==> config.mk <==
export PLATFORM = sky130hd
export DESIGN_NAME = block_ram_arbiter
export DESIGN_NICKNAME = d
export VERILOG_FILES = /design/src/rtl/block_ram_arb_pkg.sv /design/src/rtl/block_ram_arb_rr.sv /design/src/rtl/block_ram_arbiter.sv
export SDC_FILE = /design/constraint.sdc
export NUM_CORES = 1
export LEC_CHECK = 0
export ABC_AREA = 1
export CAP_MARGIN = 20
export CELL_PAD_IN_SITES_DETAIL_PLACEMENT = 0
export CELL_PAD_IN_SITES_GLOBAL_PLACEMENT = 1
export CORE_ASPECT_RATIO = 0.9
export CORE_MARGIN = 3
export CORE_UTILIZATION = 28
export CTS_BUF_LIST = sky130_fd_sc_hd__clkbuf_4
export DETAILED_ROUTE_END_ITERATION = 7
export GPL_ROUTABILITY_DRIVEN = 0
export PLACE_DENSITY = 0.88
export SYNTH_ARGS = -nofsm -noshare
export SYNTH_HDL_FRONTEND = slang
export SYNTH_SLANG_ARGS = --single-unit
export TNS_END_PERCENT = 5
==> constraint.sdc <==
create_clock -name clk -period 1.4 [get_ports clk]
set_clock_uncertainty 0.05 [all_clocks]
set_input_delay 0.28 -clock clk [delete_from_list [all_inputs] [get_ports clk]]
set_output_delay 0.28 -clock clk [all_outputs]
set_load 0.02 [all_outputs]
==> src/rtl/block_ram_arb_pkg.sv <==
// -----------------------------------------------------------------------------
// block_ram_arb_pkg
// Shared types and constants for the two-port block RAM arbiter.
//   port_id_e     : requester identity (PORT_A = 0, PORT_B = 1)
//   read_tag_t    : {valid, port} travelling alongside each RAM command
//   READ_LATENCY  : accept edge to response window, in clock edges
//   TAG_STAGES    : depth of the read-tag pipe (one stage per latency edge)
// Build option: BLOCK_RAM_ARB_OUTREG_EN selects the RAM output register path
// (latency 3, data from Regdouta); when undefined, latency is 2 from douta.
// -----------------------------------------------------------------------------
package block_ram_arb_pkg;

    typedef enum logic {
        PORT_A = 1'b0,
        PORT_B = 1'b1
    } port_id_e;

    typedef struct packed {
        logic     valid;
        port_id_e port;
    } read_tag_t;

`ifdef BLOCK_RAM_ARB_OUTREG_EN
    localparam int READ_LATENCY = 3;
`else
    localparam int READ_LATENCY = 2;
`endif

    localparam int TAG_STAGES = READ_LATENCY;

    // The port that should win the next tie after 'p' has been served.
    function automatic port_id_e other_port(input port_id_e p);
        return (p == PORT_A) ? PORT_B : PORT_A;
    endfunction

endpackage

==> src/rtl/block_ram_arb_rr.sv <==
// -----------------------------------------------------------------------------
// block_ram_arb_rr
// Two-way round-robin grant generator.
//   clk      in   clock
//   reset_n  in   asynchronous active-low reset (tie priority returns to A)
//   valid    in   [1:0] request present, bit 0 = A, bit 1 = B
//   accept   in   a granted request was taken at this edge
//   grant    out  [1:0] one-hot (or zero) grant, purely combinational
//   prio     out  port that wins the next tie
// -----------------------------------------------------------------------------
module block_ram_arb_rr
    import block_ram_arb_pkg::*;
(
    input  logic       clk,
    input  logic       reset_n,
    input  logic [1:0] valid,
    input  logic       accept,
    output logic [1:0] grant,
    output port_id_e   prio
);

    port_id_e prio_reg;
    port_id_e prio_next;

    // Grant depends only on the valids and the tie pointer, so neither
    // requester's ready ever loops through the other's ready.
    always_comb begin
        grant    = 2'b00;
        grant[0] = valid[0] && (!valid[1] || (prio_reg == PORT_A));
        grant[1] = valid[1] && (!valid[0] || (prio_reg == PORT_B));
    end

    always_comb begin
        prio_next = prio_reg;
        if (accept) begin
            prio_next = other_port(grant[1] ? PORT_B : PORT_A);
        end
    end

    always_ff @(posedge clk or negedge reset_n) begin
        if (!reset_n) begin
            prio_reg <= PORT_A;
        end else begin
            prio_reg <= prio_next;
        end
    end

    assign prio = prio_reg;

endmodule

==> src/rtl/block_ram_arbiter.sv <==
// -----------------------------------------------------------------------------
// block_ram_arbiter
// Round-robin arbiter/sequencer sharing one single-port block RAM between two
// valid/ready requesters. RAM pins are driven from registers; read data is
// steered back to the issuing port using a tag pipe matched to RAM latency.
//   clk, reset_n                   clock (also RAM clka), async active-low reset
//   a_/b_valid, a_/b_ready         request handshake (ready is combinational)
//   a_/b_we, a_/b_addr, a_/b_wdata request contents
//   a_/b_rvalid, a_/b_rdata        read response, one-cycle pulse, no backpressure
//   ram_ena/wea/addra/dina/regcea  to RAM
//   ram_douta, ram_regdouta        from RAM
// Build option: BLOCK_RAM_ARB_OUTREG_EN uses the RAM output register
// (regcea pulse, data from Regdouta, latency 3). Default: latency 2 from douta.
// -----------------------------------------------------------------------------
module block_ram_arbiter
    import block_ram_arb_pkg::*;
#(
    parameter int AddrWidth = 12,
    parameter int DataWidth = 8
) (
    input  logic                 clk,
    input  logic                 reset_n,
    input  logic                 a_valid,
    output logic                 a_ready,
    input  logic                 a_we,
    input  logic [AddrWidth-1:0] a_addr,
    input  logic [DataWidth-1:0] a_wdata,
    output logic                 a_rvalid,
    output logic [DataWidth-1:0] a_rdata,
    input  logic                 b_valid,
    output logic                 b_ready,
    input  logic                 b_we,
    input  logic [AddrWidth-1:0] b_addr,
    input  logic [DataWidth-1:0] b_wdata,
    output logic                 b_rvalid,
    output logic [DataWidth-1:0] b_rdata,
    output logic                 ram_ena,
    output logic                 ram_wea,
    output logic [AddrWidth-1:0] ram_addra,
    output logic [DataWidth-1:0] ram_dina,
    output logic                 ram_regcea,
    input  logic [DataWidth-1:0] ram_douta,
    input  logic [DataWidth-1:0] ram_regdouta
);

    // ---------------------------------------------------------------- arbiter
    logic [1:0] req_valid;
    logic [1:0] grant;
    logic       accept;
    port_id_e   prio_unused;   // tie pointer, only of interest when debugging

    assign req_valid = {b_valid, a_valid};
    assign accept    = |(req_valid & grant);
    assign a_ready   = grant[0];
    assign b_ready   = grant[1];

    block_ram_arb_rr u_rr (
        .clk     (clk),
        .reset_n (reset_n),
        .valid   (req_valid),
        .accept  (accept),
        .grant   (grant),
        .prio    (prio_unused)
    );

    // --------------------------------------------------------- command stage
    port_id_e             sel_port;
    logic                 sel_we;
    logic [AddrWidth-1:0] sel_addr;
    logic [DataWidth-1:0] sel_wdata;

    logic                 ena_reg,  ena_next;
    logic                 wea_reg,  wea_next;
    logic [AddrWidth-1:0] addr_reg, addr_next;
    logic [DataWidth-1:0] dina_reg, dina_next;
    read_tag_t            tag_next;

    always_comb begin
        sel_port  = grant[1] ? PORT_B : PORT_A;
        sel_we    = (sel_port == PORT_B) ? b_we    : a_we;
        sel_addr  = (sel_port == PORT_B) ? b_addr  : a_addr;
        sel_wdata = (sel_port == PORT_B) ? b_wdata : a_wdata;

        ena_next  = accept;
        wea_next  = accept && sel_we;
        // Address/data hold while idle so the RAM pins do not toggle needlessly.
        addr_next = accept ? sel_addr  : addr_reg;
        dina_next = accept ? sel_wdata : dina_reg;

        // Only reads expect a response; writes carry an empty tag.
        tag_next.valid = accept && !sel_we;
        tag_next.port  = sel_port;
    end

    always_ff @(posedge clk or negedge reset_n) begin
        if (!reset_n) begin
            ena_reg  <= 1'b0;
            wea_reg  <= 1'b0;
            addr_reg <= '0;
            dina_reg <= '0;
        end else begin
            ena_reg  <= ena_next;
            wea_reg  <= wea_next;
            addr_reg <= addr_next;
            dina_reg <= dina_next;
        end
    end

    assign ram_ena   = ena_reg;
    assign ram_wea   = wea_reg;
    assign ram_addra = addr_reg;
    assign ram_dina  = dina_reg;

    // -------------------------------------------------------------- tag pipe
    // Stage 0 lines up with the command register, the last stage with the
    // cycle in which the RAM data is presented to the requester.
    read_tag_t tag_pipe [TAG_STAGES];

    generate
        for (genvar gi = 0; gi < TAG_STAGES; gi++) begin : g_tag_stage
            read_tag_t stage_in;
            read_tag_t stage_reg;

            if (gi == 0) begin : g_head
                assign stage_in = tag_next;
            end else begin : g_body
                assign stage_in = tag_pipe[gi-1];
            end

            always_ff @(posedge clk or negedge reset_n) begin
                if (!reset_n) begin
                    stage_reg <= '0;
                end else begin
                    stage_reg <= stage_in;
                end
            end

            assign tag_pipe[gi] = stage_reg;
        end
    endgenerate

    // ------------------------------------------------------- response demux
    logic [DataWidth-1:0] rd_data;
    read_tag_t            resp_tag;

`ifdef BLOCK_RAM_ARB_OUTREG_EN
    logic unused_douta;
    // Output register loads the cycle after the RAM array is read.
    assign ram_regcea  = tag_pipe[1].valid;
    assign rd_data     = ram_regdouta;
    assign unused_douta = ^ram_douta;
`else
    logic unused_regdouta;
    assign ram_regcea      = 1'b0;
    assign rd_data         = ram_douta;
    assign unused_regdouta = ^ram_regdouta;
`endif

    assign resp_tag = tag_pipe[TAG_STAGES-1];
    assign a_rvalid = resp_tag.valid && (resp_tag.port == PORT_A);
    assign b_rvalid = resp_tag.valid && (resp_tag.port == PORT_B);

    // RAM data only exists during the response cycle, so it is passed through
    // combinationally and captured for the hold value seen afterwards.
    logic [DataWidth-1:0] a_rdata_reg;
    logic [DataWidth-1:0] b_rdata_reg;

    always_ff @(posedge clk or negedge reset_n) begin
        if (!reset_n) begin
            a_rdata_reg <= '0;
            b_rdata_reg <= '0;
        end else begin
            if (a_rvalid) a_rdata_reg <= rd_data;
            if (b_rvalid) b_rdata_reg <= rd_data;
        end
    end

    assign a_rdata = a_rvalid ? rd_data : a_rdata_reg;
    assign b_rdata = b_rvalid ? rd_data : b_rdata_reg;

endmodule
-- Word-level counts from Yosys, hierarchy flattened
Index checks and enable logic that the tools add are counted.
W data, S select, Z words.
- bits in registers: 43
- input bits: 62
- output and inout port bits: 43
- logic and storage cells: 33
- muxes and demuxes: 7
- bitwise gates (word level): 3
- reduce and logical (&&, ||, !) cells: 12
- operator list (cell ; number):
    $mux W8 ; 3
    $mux W12 ; 1
    $logic_and A1 B1 Y1 ; 6
    $logic_not A1 Y1 ; 3
    $mux W1 ; 3
    $and A2 B2 Y2 ; 1
    $logic_or A1 B1 Y1 ; 2
    $not A1 Y1 ; 2
    $reduce_or A2 Y1 ; 1

-- Longest topological paths before layout
Gate-level depths: netlist (run 1).
- word-level depth: 7
- gate-level depth with buffers: 7
- mapped depth without buffers: 6

-- By module
Synthesis (run 1) repeated with hierarchy kept, for this count alone.
- cells, all modules: 244
- area total of the unflattened synthesis: 1906.8 um^2
- modules (own cells, without submodules) (module ; instances ; cells each ; area each (um^2) ; sequential area each (um^2)):
    block_ram_arbiter ; 1 ; 233 ; 1841.8 ; 1051.0
    block_ram_arb_rr ; 1 ; 11 ; 65.1 ; 25.0

-- Least setup slack after synthesis (run 1)
Ideal clock, no wire load.
- path type: flip-flop to output port
- start point: register g_tag_stage[1].stage_reg[1] in the netlist's numbering
- end point: output b_rdata[0]
- data arrival time: 1.161 ns
- required time: 1.070 ns
- path slack: -0.091 ns
- cell stages (with the launch flop): 4
- path buffers: 1
- path through: dfrtp_1 -> nand2_1 -> buf_2 -> o21ai_0
- word-level cells in the longest chain between the ends: 2
- RTL lines (element ; line ; RTL):
    from (decl) ; block_ram_arbiter.sv:122 ; read_tag_t stage_reg;
    from (signal assigned) ; block_ram_arbiter.sv:134 ; stage_reg <= stage_in;
    $logic_and A1 B1 Y1 ; block_ram_arbiter.sv:161 ; assign b_rvalid = resp_tag.valid && (resp_tag.port == PORT_B);
    $mux W8 ; block_ram_arbiter.sv:179 ; assign b_rdata = b_rvalid ? rd_data : b_rdata_reg;
    to (decl) ; block_ram_arbiter.sv:36 ; output logic [DataWidth-1:0] b_rdata,
Every way passes these cells.

-- Worst setup path after layout (run 1)
- start point: register g_tag_stage[1].stage_reg[0] in the netlist's numbering
- end point: output a_rdata[4]
- word-level cells in the longest chain between the ends: 3
- RTL lines (element ; line ; RTL):
    $not A1 Y1 ; block_ram_arbiter.sv:160 ; assign a_rvalid = resp_tag.valid && (resp_tag.port == PORT_A);
    $logic_and A1 B1 Y1 ; block_ram_arbiter.sv:160 ;
    $mux W8 ; block_ram_arbiter.sv:178 ; assign a_rdata = a_rvalid ? rd_data : a_rdata_reg;
    to (decl) ; block_ram_arbiter.sv:29 ; output logic [DataWidth-1:0] a_rdata,
Every way passes these cells.

==> flow_metrics.py, run 1 <==
metrics = {
    "run_status": {
        "status": "complete, but fails checks",
        "violations": "setup timing",
    },
    "route": {
        "drtIter0Drc": 74,
        "wire_per_inst_um": 11.5,
        "via_per_inst": 4.07,
        "vias": 1876,
        "firstDrtPassIters": 4,
        "ant_nets": 0,
        "wirelength_um": 5310,
        "drc_errors": 0,
    },
    "clock_network": {
        "postCtsSetupBuffers": 0,
        "clkLatencyLatePin_ns": 0.33,
        "htree_levels": 2,
        "cts_root_buffer": "clkbuf_4",
        "cts-buffers-inserted": 5,
        "cts_tree": "done",
        "clockBufferDepth": 2,
        "clock_sinks": 43,
        "clk_pin_slew_ns": 0.12,
    },
    "setup_path": {
        "worstSetupStartpointType": "flip-flop",
        "cp-startpoint": "g_tag_stage[1].stage_reg[0]",
        "arrival_ns": 1.46,
        "reg2reg_setup_slack_ns": 0.16,
        "crit_path_end_kind": "output pin",
        "path_class": "reg -> out",
        "required_ns": 1.07,
        "worst_r2r_path_depth": 5,
        "worstReg2RegStart": "g_tag_stage[1].stage_reg[0]",
        "cp_max_fo": 9,
        "rr_endpoint": "a_rdata_reg[0]",
    },
    "finish": {
        "fin_nets": 433,
        "fill_cells": 670,
        "drive_above_1_share": 0.264,
        "fin_area_sq_um": 3310,
        "largest_reg_flops": 12,
        "antenna_cells": 0,
        "area_delta_synth_final_pct": 61.8,
    },
    "sta": {
        "rsz0062_at_grt": "yes",
        "tns_ns": -5.29,
        "period_share": 1.28,
        "worst_slack_ns": -0.389,
        "slew_violations": 0,
        "hold_violations": 0,
        "fmax_mhz": 559,
        "period_needed_ns": 1.79,
        "finalSetupViolations": 19,
    },
    "pwr": {
        "power.density_nw_per_um2": 1130,
        "vdd.ir_drop.worst_mv": 0.398,
        "p_leak_nw": 1.79,
    },
    "synthesis": {
        "syn-cell-area_sq_um": 2040,
        "syn-instance-count": 264,
        "yosysWarningCount": 0,
        "avgSynthCellArea_sq_um": 7.74,
        "synth_seq_area_share": 0.526,
        "ys_top_cells_by_area": "dfrtp_1 53%, nand2_1 26%, inv_1 7.0%",
        "synth_top_area_share": 0.526,
        "synth-seq-cells": 43,
        "yosysUniqueCellTypes": 15,
        "synth_top_cell_by_area": "dfrtp_1",
        "postSynthNetCount": 326,
    },
    "min_path": {
        "whs_path_depth": 0,
        "min-delay-start": "g_tag_stage[0].stage_reg[0]",
        "worstHoldEndpoint": "g_tag_stage[1].stage_reg[0]",
        "min_path_type": "reg -> reg",
    },
    "placement": {
        "port_buffers": 95,
        "dp_slack_ns": -0.650,
        "dpl.hpwl_um": 3810,
        "post_dp_cell_area_sq_um": 3160,
    },
    "die": {
        "io_pins": 105,
        "die_width_um": 96.1,
        "start_util": 0.299,
        "core_area_sq_um": 6830,
        "core.rowCount": 28,
        "die_area_sq_um": 8360,
        "die_y_um": 87.1,
    },
    "grt": {
        "grtUsageTotal": 0.131,
        "grt_first_pass_wirelength_um": 8670,
        "grt_pass1_vias": 1913,
        "grt_max_degree": 44,
        "antenna_found_initial": 0,
        "overflow": 0,
    },
    "flow_run": {
        "cap_viol_max_count": 0,
    },
}
[cells in the final DEF (no fill, tap or decap)]
master,instances
conb_1,1
buf_16,1
nand2_4,2
nand2_1,133
buf_4,12
clkdlybuf4s50_1,50
dlygate4sd3_1,1
clkbuf_2,17
clkinv_4,1
o21ai_0,2
o21ai_4,6
dfrtp_1,43
nand2_2,9
clkbuf_4,6
inv_2,2
buf_12,4
o21ai_2,9
nor2_1,2
inv_1,34
inv_4,1
clkdlybuf4s15_2,3
nand3_1,4
bufinv_16,1
or2_4,1
buf_2,4
buf_6,18
nor2_4,1
clkdlybuf4s15_1,1
dlygate4sd2_1,2
[power by group]
group	total (mW)	internal, mW	leakage [nW]	switching, mW
clock	0.752	0.388	0.0417	0.364
combinational	1.47	0.698	1.23	0.768
sequential	1.53	1.44	0.519	0.0860
[kinds of logic (layout without fill, tap and decap cells)]
group | after synthesis | after routing | synth area share
AOI/OAI and AO/OA | 17 | 17 | 0.0563
buffers and inverters | 51 | 158 | 0.123
DFF | 43 | 43 | 0.526
other | 1 | 1 | 0.00183
and+or+nand+nor | 152 | 152 | 0.293
[routing by layer]
| layer | share of wire | vias up | global-route usage |
|---|---|---|---|
| met4 | 0.0058 | 0 | 0.0310 |
| met3 | 0.063 | 4 | 0.0363 |
| met1 | 0.43 | 838 | 0.163 |
| met2 | 0.50 | 51 | 0.225 |
| li1 | - | 983 | - |
| met5 | 0 | - | 0 |
[what timing repair did]
| item | CTS | global route |
|---|---|---|
| cloned | 1 | 0 |
| endpoints found under the setup margin | 42 | 39 |
| pin swaps | 1 | 0 |
| hold buffers | 1 | 0 |
| resized for setup | 197 | 32 |
| endpoints found under the hold margin | 43 | 0 |
[worst max path at each step]
stage                  to  cells past startpoint
4_1_cts        a_rdata[4]                      4
6_report       a_rdata[4]                      4
2_1_floorplan  b_rdata[0]                      3
3_5_place_dp   b_rdata[2]                      4
5_1_grt        a_rdata[5]                      5
3_3_place_gp      b_ready                      5
[stage by stage]
stage	total power [mW]	utilization	cells	hold WS [ns]
final	3.75	0.484	461	0.312
after global routing	4.00	0.484	461	0.325
after detailed placement	2.94	0.463	452	0.228
after global placement	2.91	0.463	452	0.222
after CTS	3.81	0.490	461	0.317
after floorplan	2.19	-	264	-0.0656
[Yosys cell counts]
master   number
buf_6         3
nor2_1        2
or2_1         1
inv_1        38
conb_1        1
buf_4         4
buf_12        1
nand2_2       5
buf_2         5
dfrtp_1      43
nor2_4        1
nand3_1       4
nand2_1     139
o21ai_0       9
o21ai_2       8
[layout make-up]
| type | count | area [sq um] | area share |
|---|---|---|---|
| multi-input combinational | 170 | 816 | 0.247 |
| sequential | 43 | 1080 | 0.325 |
| timing repair buffer | 113 | 1080 | 0.326 |
| tap | 90 | 113 | 0.0341 |
| inverter | 38 | 150 | 0.0454 |
| clock buffer | 6 | 45.0 | 0.0136 |
| clock inverter | 1 | 30.0 | 0.00908 |
[worst max-delay path: stages, from the launching register on]
cell,delay [ns]
dfrtp_1,0.40
or2_4,0.27
buf_12,0.16
o21ai_2,0.15
buf_6,0.14
No activity file was read; power rests on OpenSTA's default activity.
==> run 2: changes to the inputs <==
==> constraint.sdc (replaced) <==
create_clock -name clk -period 1.9 [get_ports clk]
set_clock_uncertainty 0.05 [all_clocks]
set_input_delay 0.38 -clock clk [delete_from_list [all_inputs] [get_ports clk]]
set_output_delay 0.38 -clock clk [all_outputs]
set_load 0.02 [all_outputs]
==> run 2 against run 1 <==
Compared with the run above: the run still ends with setup timing left; wire length grew 0.40%; die area is the same; core utilization grew 0.27 points; combinational power shrank 26%; final cell count rose by 0.65%; non-clock buffer count is 3 higher; sequential share of layout area down 0.18 points; critical path type unchanged; largest cell class unchanged; largest power group unchanged; highest routed layer unchanged.
==> flow_metrics.py, run 2 (synthesis gave the netlist of run 1 again) <==
metrics = {
    "die": {
        "start_util": 0.299,
        "io_pins": 105,
        "die_area_sq_um": 8360,
        "die_y_um": 87.1,
        "core_area_sq_um": 6830,
        "core.rowCount": 28,
        "die_width_um": 96.1,
    },
    "setup_path": {
        "path_class": "reg -> out",
        "required_ns": 1.47,
        "worstReg2RegStart": "g_tag_stage[1].stage_reg[0]",
        "rr_endpoint": "a_rdata_reg[0]",
        "slowest_delay_ns": 0.40,
        "worstSetupStartpointType": "flip-flop",
        "cp_slowest_cell": "dfrtp_1",
        "cp_cell_sequence": "or2_4 -> clkbuf_16 -> nand2_2 -> o21ai_4 -> buf_6",
        "crit_path_end_kind": "output pin",
        "arrival_ns": 1.48,
        "reg2reg_setup_slack_ns": 0.62,
        "worst_r2r_path_depth": 5,
        "cp_max_fo": 8,
    },
    "clock_network": {
        "postCtsSetupBuffers": 0,
        "cts-buffers-inserted": 5,
        "cts_tree": "done",
        "clock_sinks": 43,
        "clockBufferDepth": 2,
        "htree_levels": 2,
        "clk_pin_slew_ns": 0.13,
        "cts_root_buffer": "clkbuf_4",
        "clkLatencyLatePin_ns": 0.34,
    },
    "finish": {
        "fin_nets": 436,
        "finalNonFillerCells": 464,
        "antenna_cells": 0,
        "largest_reg_flops": 12,
        "drive_above_1_share": 0.179,
        "area_delta_synth_final_pct": 62.7,
        "final_cell_mix": "132 x nand2_1, 73 x clkdlybuf4s50_1, 43 x dfrtp_1, 38 x inv_1, 21 x buf_4",
        "layout_commonest_cell": "nand2_1",
        "fin_area_sq_um": 3330,
    },
    "route": {
        "ant_nets": 0,
        "firstDrtPassIters": 4,
        "vias": 1921,
        "wirelength_um": 5330,
        "via_per_inst": 4.14,
        "wire_per_inst_um": 11.5,
        "drc_errors": 0,
        "drtIter0Drc": 66,
    },
    "grt": {
        "antenna_found_initial": 0,
        "overflow": 0,
        "grt_pass1_vias": 2000,
        "grt_max_degree": 24,
        "grt_first_pass_wirelength_um": 8870,
        "grtUsageTotal": 0.135,
    },
    "sta": {
        "hold_violations": 0,
        "worst_slack_ns": -0.00753,
        "period_share": 1.00,
        "fmax_mhz": 524,
        "max-slew-margin-rel": 0.658,
        "tns_ns": -0.00753,
        "worst_slew_pin_slew_ns": 0.513,
        "period_needed_ns": 1.91,
        "rsz0062_at_grt": "yes",
        "slew_violations": 0,
        "finalSetupViolations": 1,
    },
    "placement": {
        "post_dp_cell_area_sq_um": 3190,
        "dp_slack_ns": -0.353,
        "dp.cells": 455,
        "dpl.hpwl_um": 3900,
        "port_buffers": 95,
    },
    "pwr": {
        "power.density_nw_per_um2": 791,
        "p_leak_nw": 1.76,
        "power_mw": 2.63,
        "vdd.ir_drop.worst_mv": 0.252,
    },
    "min_path": {
        "worstHoldEndpoint": "g_tag_stage[1].stage_reg[0]",
        "min-delay-start": "g_tag_stage[0].stage_reg[0]",
        "min_path_type": "reg -> reg",
        "whs_path_depth": 0,
    },
    "run_status": {
        "violations": "setup timing",
        "status": "complete, but fails checks",
    },
    "flow_run": {
        "cap_viol_max_count": 0,
    },
}
-- run 2: changes by cell type in the layout (fill, tap and decap cells not counted), sizes merged, moves of 2 or more --
cell / previous run / this run
clkbuf: 23 / 7
clkdlybuf4s50: 50 / 73
clkdlybuf4s15: 4 / 0
buf: 39 / 37
-- run 2: how the worst max path moves through the flow --
stage | from | end | slack [ns] | cells after the start
2_1_floorplan | g_tag_stage[1].stage_reg[1] | b_rdata[0] | 0.31 | 3
4_1_cts | g_tag_stage[1].stage_reg[1] | b_rdata[4] | -0.07 | 4
3_3_place_gp | ram_douta[3] | b_rdata[3] | -0.35 | 4
3_5_place_dp | ram_douta[4] | b_rdata[4] | -0.35 | 4
5_1_grt | g_tag_stage[1].stage_reg[1] | a_rdata[0] | -0.09 | 6
6_report | g_tag_stage[1].stage_reg[0] | a_rdata[0] | -0.008 | 5
-- run 2: repair_timing --
| action | 4_1_cts | 5_1_grt |
|---|---|---|
| setup endpoints to repair | 20 | 18 |
| hold endpoints to repair | 21 | 0 |
| resized for setup | 87 | 43 |
| hold buffers | 1 | 0 |
| cloned | 0 | 1 |
| pin swaps | 1 | 1 |
-- run 2: final cells by class --
type / count / area, sq um
multi-input cells: 170 / 797
well taps: 90 / 113
inverters: 38 / 143
fillers: 690 / 3510
clock inverters: 2 / 8.76
repair buffers: 116 / 1150
clock buffers: 5 / 37.5
flip-flops and latches: 43 / 1080
-- run 2: per-stage QoR --
stage / utilization / hold WS (ns)
after global routing: 0.487 / 0.329
after CTS: 0.473 / 0.317
after detailed placement: 0.466 / 0.287
final: 0.487 / 0.315
after floorplan: - / 0.0344
after global placement: 0.466 / 0.282
-- run 2: per-layer routing --
layer / GRT usage / vias to the layer above / part of all wire
li1: - / 987 / -
met1: 0.165 / 881 / 0.42
met2: 0.238 / 49 / 0.51
met3: 0.0346 / 4 / 0.061
met4: 0.0310 / 0 / 0.0058
met5: 0 / - / 0
-- run 2: critical path, delay by kind of cell, from the launching register on --
family          cells  cell delay (ns)
buf+inv             2             0.31
flops               1             0.40
simple gates        2             0.36
compound gates      1             0.07
-- run 2: power breakdown --
| group | total, mW | leakage (nW) | internal (mW) | switching [mW] |
|---|---|---|---|---|
| clock | 0.412 | 0.0285 | 0.132 | 0.280 |
| combinational | 1.09 | 1.21 | 0.543 | 0.547 |
| sequential | 1.13 | 0.519 | 1.06 | 0.0650 |
| total | 2.63 | 1.76 | 1.74 | 0.892 |
==> RTL edit 1 (config.mk and constraints of run 2) <==
Make the reset (`reset_n`) synchronous in 4 clocked blocks. Comments in the files are not updated.
--- a/src/rtl/block_ram_arb_rr.sv
+++ b/src/rtl/block_ram_arb_rr.sv
@@ -37,7 +37,7 @@
         end
     end
 
-    always_ff @(posedge clk or negedge reset_n) begin
+    always_ff @(posedge clk) begin
         if (!reset_n) begin
             prio_reg <= PORT_A;
         end else begin
--- a/src/rtl/block_ram_arbiter.sv
+++ b/src/rtl/block_ram_arbiter.sv
@@ -92,7 +92,7 @@
         tag_next.port  = sel_port;
     end
 
-    always_ff @(posedge clk or negedge reset_n) begin
+    always_ff @(posedge clk) begin
         if (!reset_n) begin
             ena_reg  <= 1'b0;
             wea_reg  <= 1'b0;
@@ -127,7 +127,7 @@
                 assign stage_in = tag_pipe[gi-1];
             end
 
-            always_ff @(posedge clk or negedge reset_n) begin
+            always_ff @(posedge clk) begin
                 if (!reset_n) begin
                     stage_reg <= '0;
                 end else begin
@@ -165,7 +165,7 @@
     logic [DataWidth-1:0] a_rdata_reg;
     logic [DataWidth-1:0] b_rdata_reg;
 
-    always_ff @(posedge clk or negedge reset_n) begin
+    always_ff @(posedge clk) begin
         if (!reset_n) begin
             a_rdata_reg <= '0;
             b_rdata_reg <= '0;
Check against the original RTL: differs if reset_n is asserted again (counterexample within 4 cycles, from zero or initial values and one cycle with reset_n low); with reset_n held inactive, the same outputs for 10 cycles.
==> RTL edit 1 against run 2 <==
- worst hold slack better by 0.062 ns
- synthesized area down 0.86%
- power down 24%
- worst setup slack better by 0.091 ns
- sequential cell count unchanged
- routed wire length up 8.3%
- cell count up 12%
- utilization down 1.1 points
- final area down 2.7%
- largest power group unchanged
- highest routed layer unchanged
==> RTL edit 1: results (changes against run 2) <==
GR Layer Usage met1 18.4% (+1.9 points); WL met3 345 microns (+5.8%); worst-path cell with the longest stage delay clkdlybuf4s50_1; prevailing post-synth register cell dfxtp_1; DP HPWL 4.24 mm (+8.7%); met2 Use GR 24.3% (+0.48 points); M1 WL 2.54 mm (+13%); Reg2Reg Capture Point ram_dina[3]; internal power 1.40 mW (-20%); most frequent cells after synthesis inv_1, nand2_1, nand3_1; Cells after DPL 511 (+12%); Final Cycle Share 95.6% (-4.8 points); CP Data Arrival Time 1.39 ns (-0.09 ns); r2r startpoint u_rr.prio; Sw Pwr 592 uW (-34%); Cell variety after synth 12 (-3); layout cells sized above 1 13.8% (-4.2 points); layout net count 490 (+12%); drt total wl 5.77 mm (+8.3%); Place WS -0.318 ns (+0.0351 ns); Slew Limit Headroom 64.0% (-1.8 points); Crit. Startpoint a_valid; Final Instance Count excl. Fillers 519 (+12%); clock share of power 22.8% (+7.1 points); Crit path largest cell delay 0.42 ns (+0.02 ns); post-CTS sizing 53 (-39%); post-synth top area share 42.5% (-10 points); register area share after synthesis 42.5% (-10 points); FF-to-FF setup slack 0.81 ns (+0.19 ns); Worst path top cell family by delay buffers and inverters; Leakage 1.83 nW (+3.8%); met3 global-route usage 4.43% (+0.97 points); first-pass GRT wire length 9.68 mm (+9.1%); reg2reg path depth 6 (+1); run status finished clean; largest net degree at the start of global routing 23 (-4.2%); gr usage total 14.6% (+1.1 points); CP Capture Point b_ready; top cells by area, synth dfxtp_1, inv_1, nand3_1; Max IR drop VDD 0.239 mV (-5.3%); Flop pwr share 49.6% (+6.7 points); placed cell areas 0.00324 sq mm (+1.6%); Worst Hold Depth 2 (+2); DRT Pass-1 Iters 4 (unchanged); CTS clk-pin slew, worst paths 0.12 ns; buffer depth of the longest clock path 2 (unchanged); CP Max Fanout 3 (-5); Avg Inst Size Synth 6.39 sq um (-17%); drt initial violations 43 (-35%); async set-reset flop share out of synthesis 0% (-100 points); Synth Net Count 379 (+16%)
-- RTL edit 1: cell types whose count changed in the layout (fill, tap and decap cells not counted), sizes merged, moves of 2 or more --
| cell | change |
|---|---|
| nand2 | -73 |
| nand3 | +56 |
| inv | +47 |
| dfrtp | -43 |
| dfxtp | +43 |
| nor2 | +20 |
| clkbuf | +10 |
| buf | -6 |
| clkdlybuf4s15 | +2 |
-- RTL edit 1: cells by family after synthesis --
| family | synth area share (%) |
|---|---|
| AND/OR/NAND/NOR | 32.5 |
| buffers and inverters | 20.6 |
| flip-flops | 42.5 |
| AO/OA/AOI/OAI | 4.32 |
| other | 0.185 |
-- RTL edit 1: worst min-delay path: stages, from the launching register on --
cell and delay, ns:
dfxtp_1 0.32, nand2_1 0.05, inv_1 0.03
-- RTL edit 1: how the worst min path moves through the flow --
stage	startpoint	endpoint	slack (ns)
after floorplan	g_tag_stage[0].stage_reg[0]	g_tag_stage[1].stage_reg[0]	0.34
after global placement	g_tag_stage[0].stage_reg[0]	g_tag_stage[1].stage_reg[0]	0.35
after detailed placement	g_tag_stage[0].stage_reg[0]	g_tag_stage[1].stage_reg[0]	0.36
after CTS	g_tag_stage[0].stage_reg[0]	g_tag_stage[1].stage_reg[0]	0.38
after global routing	g_tag_stage[0].stage_reg[0]	g_tag_stage[1].stage_reg[0]	0.42
final	g_tag_stage[0].stage_reg[0]	g_tag_stage[1].stage_reg[0]	0.38
-- RTL edit 1: area by class of cell --
type / count / area [sq um]
clock buffer: 6 / 45.0
sequential: 43 / 862
tap: 90 / 113
multi-input combinational: 172 / 764
fill: 706 / 3560
clock inverter: 2 / 12.5
timing repair buffer: 121 / 1120
inverter: 85 / 319
==> RTL edit 2 (flow settings as in run 2) <==
Without the edit above. Set the package constant `READ_LATENCY` to 4 (it was 2).
--- a/src/rtl/block_ram_arb_pkg.sv
+++ b/src/rtl/block_ram_arb_pkg.sv
@@ -23,7 +23,7 @@
 `ifdef BLOCK_RAM_ARB_OUTREG_EN
     localparam int READ_LATENCY = 3;
 `else
-    localparam int READ_LATENCY = 2;
+    localparam int READ_LATENCY = 4;
 `endif
 
     localparam int TAG_STAGES = READ_LATENCY;
Behaviour: not the same (a bounded check fails within 4 cycles, from zero or initial values and one cycle with reset_n low).
==> RTL edit 2 against run 2 <==
- the flow still finishes with violations (negative setup slack)
- critical path depth shrank 1
- global-route usage down 0.88 points
- cell count is 2.4% higher
- fmax about the same
- die area up 4.6%
- utilization decreased by 1.5 points
- sequential share of layout area increased by 2.0 points
- routed wire length shrank 1.1%
- worst setup slack about the same
- power grew 14%
- synthesized area increased by 4.9%
- sequential cell count grew 4
- final area rose by 3.0%
- critical path type unchanged
- largest power group unchanged
==> RTL edit 2: results (changes against run 2) <==
run status finished with violations; failing checks negative setup slack; Cells after DPL 466 (+2.4%); drt initial violations 49 (-26%); Place WS -0.369 ns (-0.0168 ns); placed cell areas 0.00328 sq mm (+3.0%); Final setup viols 3 (+2); drt total wl 5.27 mm (-1.1%); FF-to-FF setup slack 0.64 ns (+0.02 ns); Worst Max-Slew Pin Slew 0.501 ns (-0.0123 ns); CP Capture Point a_rdata[3]; Leakage 1.83 nW (+3.7%); DRT Pass-1 Iters 6 (+2); DP HPWL 4.02 mm (+3.3%); via count 1,932 (+0.57%); minimum hold slack 0.308 ns (-0.00735 ns); Synth Net Count 330 (+1.2%); fin worst setup slack -0.00753 ns (+0.00000600 ns); largest net degree at the start of global routing 23 (-4.2%); r2r startpoint g_tag_stage[3].stage_reg[0]; register area share after synthesis 54.8% (+2.2 points); most frequent cells after synthesis nand2_1, dfrtp_1, inv_1; gr usage total 12.6% (-0.88 points); Max IR drop VDD 0.344 mV (+37%); Fill cells 739 (+7.1%); layout cells sized above 1 18.6% (+0.67 points)
[RTL edit 2: changes by cell type after synthesis, sizes merged]
cell,before,now
dfrtp,43,47
[RTL edit 2: final cells by class]
class,instances,area (sq um),share of cell area (%)
clock buffers,6,45.0,1.32
flip-flops and latches,47,1180,34.3
well taps,93,116,3.40
multi-input cells,170,774,22.6
inverters,38,143,4.17
clock inverters,2,60.1,1.75
repair buffers,119,1110,32.4
[RTL edit 2: logic make-up after synthesis]
family / count (synthesis) / synth area share [%]
flops: 47 / 54.8
simple gates: 152 / 27.9
buf+inv: 51 / 11.7
other cells: 1 / 0.175
compound gates: 17 / 5.37
[RTL edit 2: repair_timing]
action | in CTS | in global routing
resized for setup | 97 | 24
setup endpoints to repair | 20 | 17
hold buffers | 1 | 0
gates cloned | 0 | 0
endpoints found under the hold margin | 20 | 0
[RTL edit 2: critical path, stage by stage (launching register included)]
cell and delay (ns):
dfrtp_1 0.41, or2_4 0.27, buf_6 0.16, o21ai_4 0.15, buf_6 0.14
[RTL edit 2: where the power goes]
part / total (mW) / internal, mW / leakage (nW) / switching [mW]
clock network: 0.738 / 0.425 / 0.0559 / 0.313
logic: 1.04 / 0.507 / 1.20 / 0.535
registers: 1.22 / 1.16 / 0.568 / 0.0629
total: 3.00 / 2.09 / 1.83 / 0.911
[RTL edit 2: worst min path at each step]
stage,endpoint,startpoint,cells after the start
final,g_tag_stage[1].stage_reg[1],g_tag_stage[0].stage_reg[1],0
after floorplan,a_rdata_reg[0],reset_n,0
after detailed placement,g_tag_stage[2].stage_reg[1],g_tag_stage[1].stage_reg[1],0
after CTS,g_tag_stage[3].stage_reg[1],g_tag_stage[2].stage_reg[1],0
after global placement,g_tag_stage[3].stage_reg[1],g_tag_stage[2].stage_reg[1],0
after global routing,g_tag_stage[3].stage_reg[0],g_tag_stage[2].stage_reg[0],0
[RTL edit 2: metal layers]
layer	up-vias	routed length (microns)	track usage (%)
met1	868	2410	16.7
met5	-	0	0
met3	4	364	4.29
li1	1006	-	-
met2	54	2470	20.5
met4	0	27	2.61
[RTL edit 2: through the flow]
stage               total power [mW]  TNS (ns)
floorplan                       1.71         0
global placement                2.25     -4.46
detailed placement              2.27     -4.56
CTS                             2.98    -0.296
global route                    3.19    -0.866
finish                          3.00   -0.0141
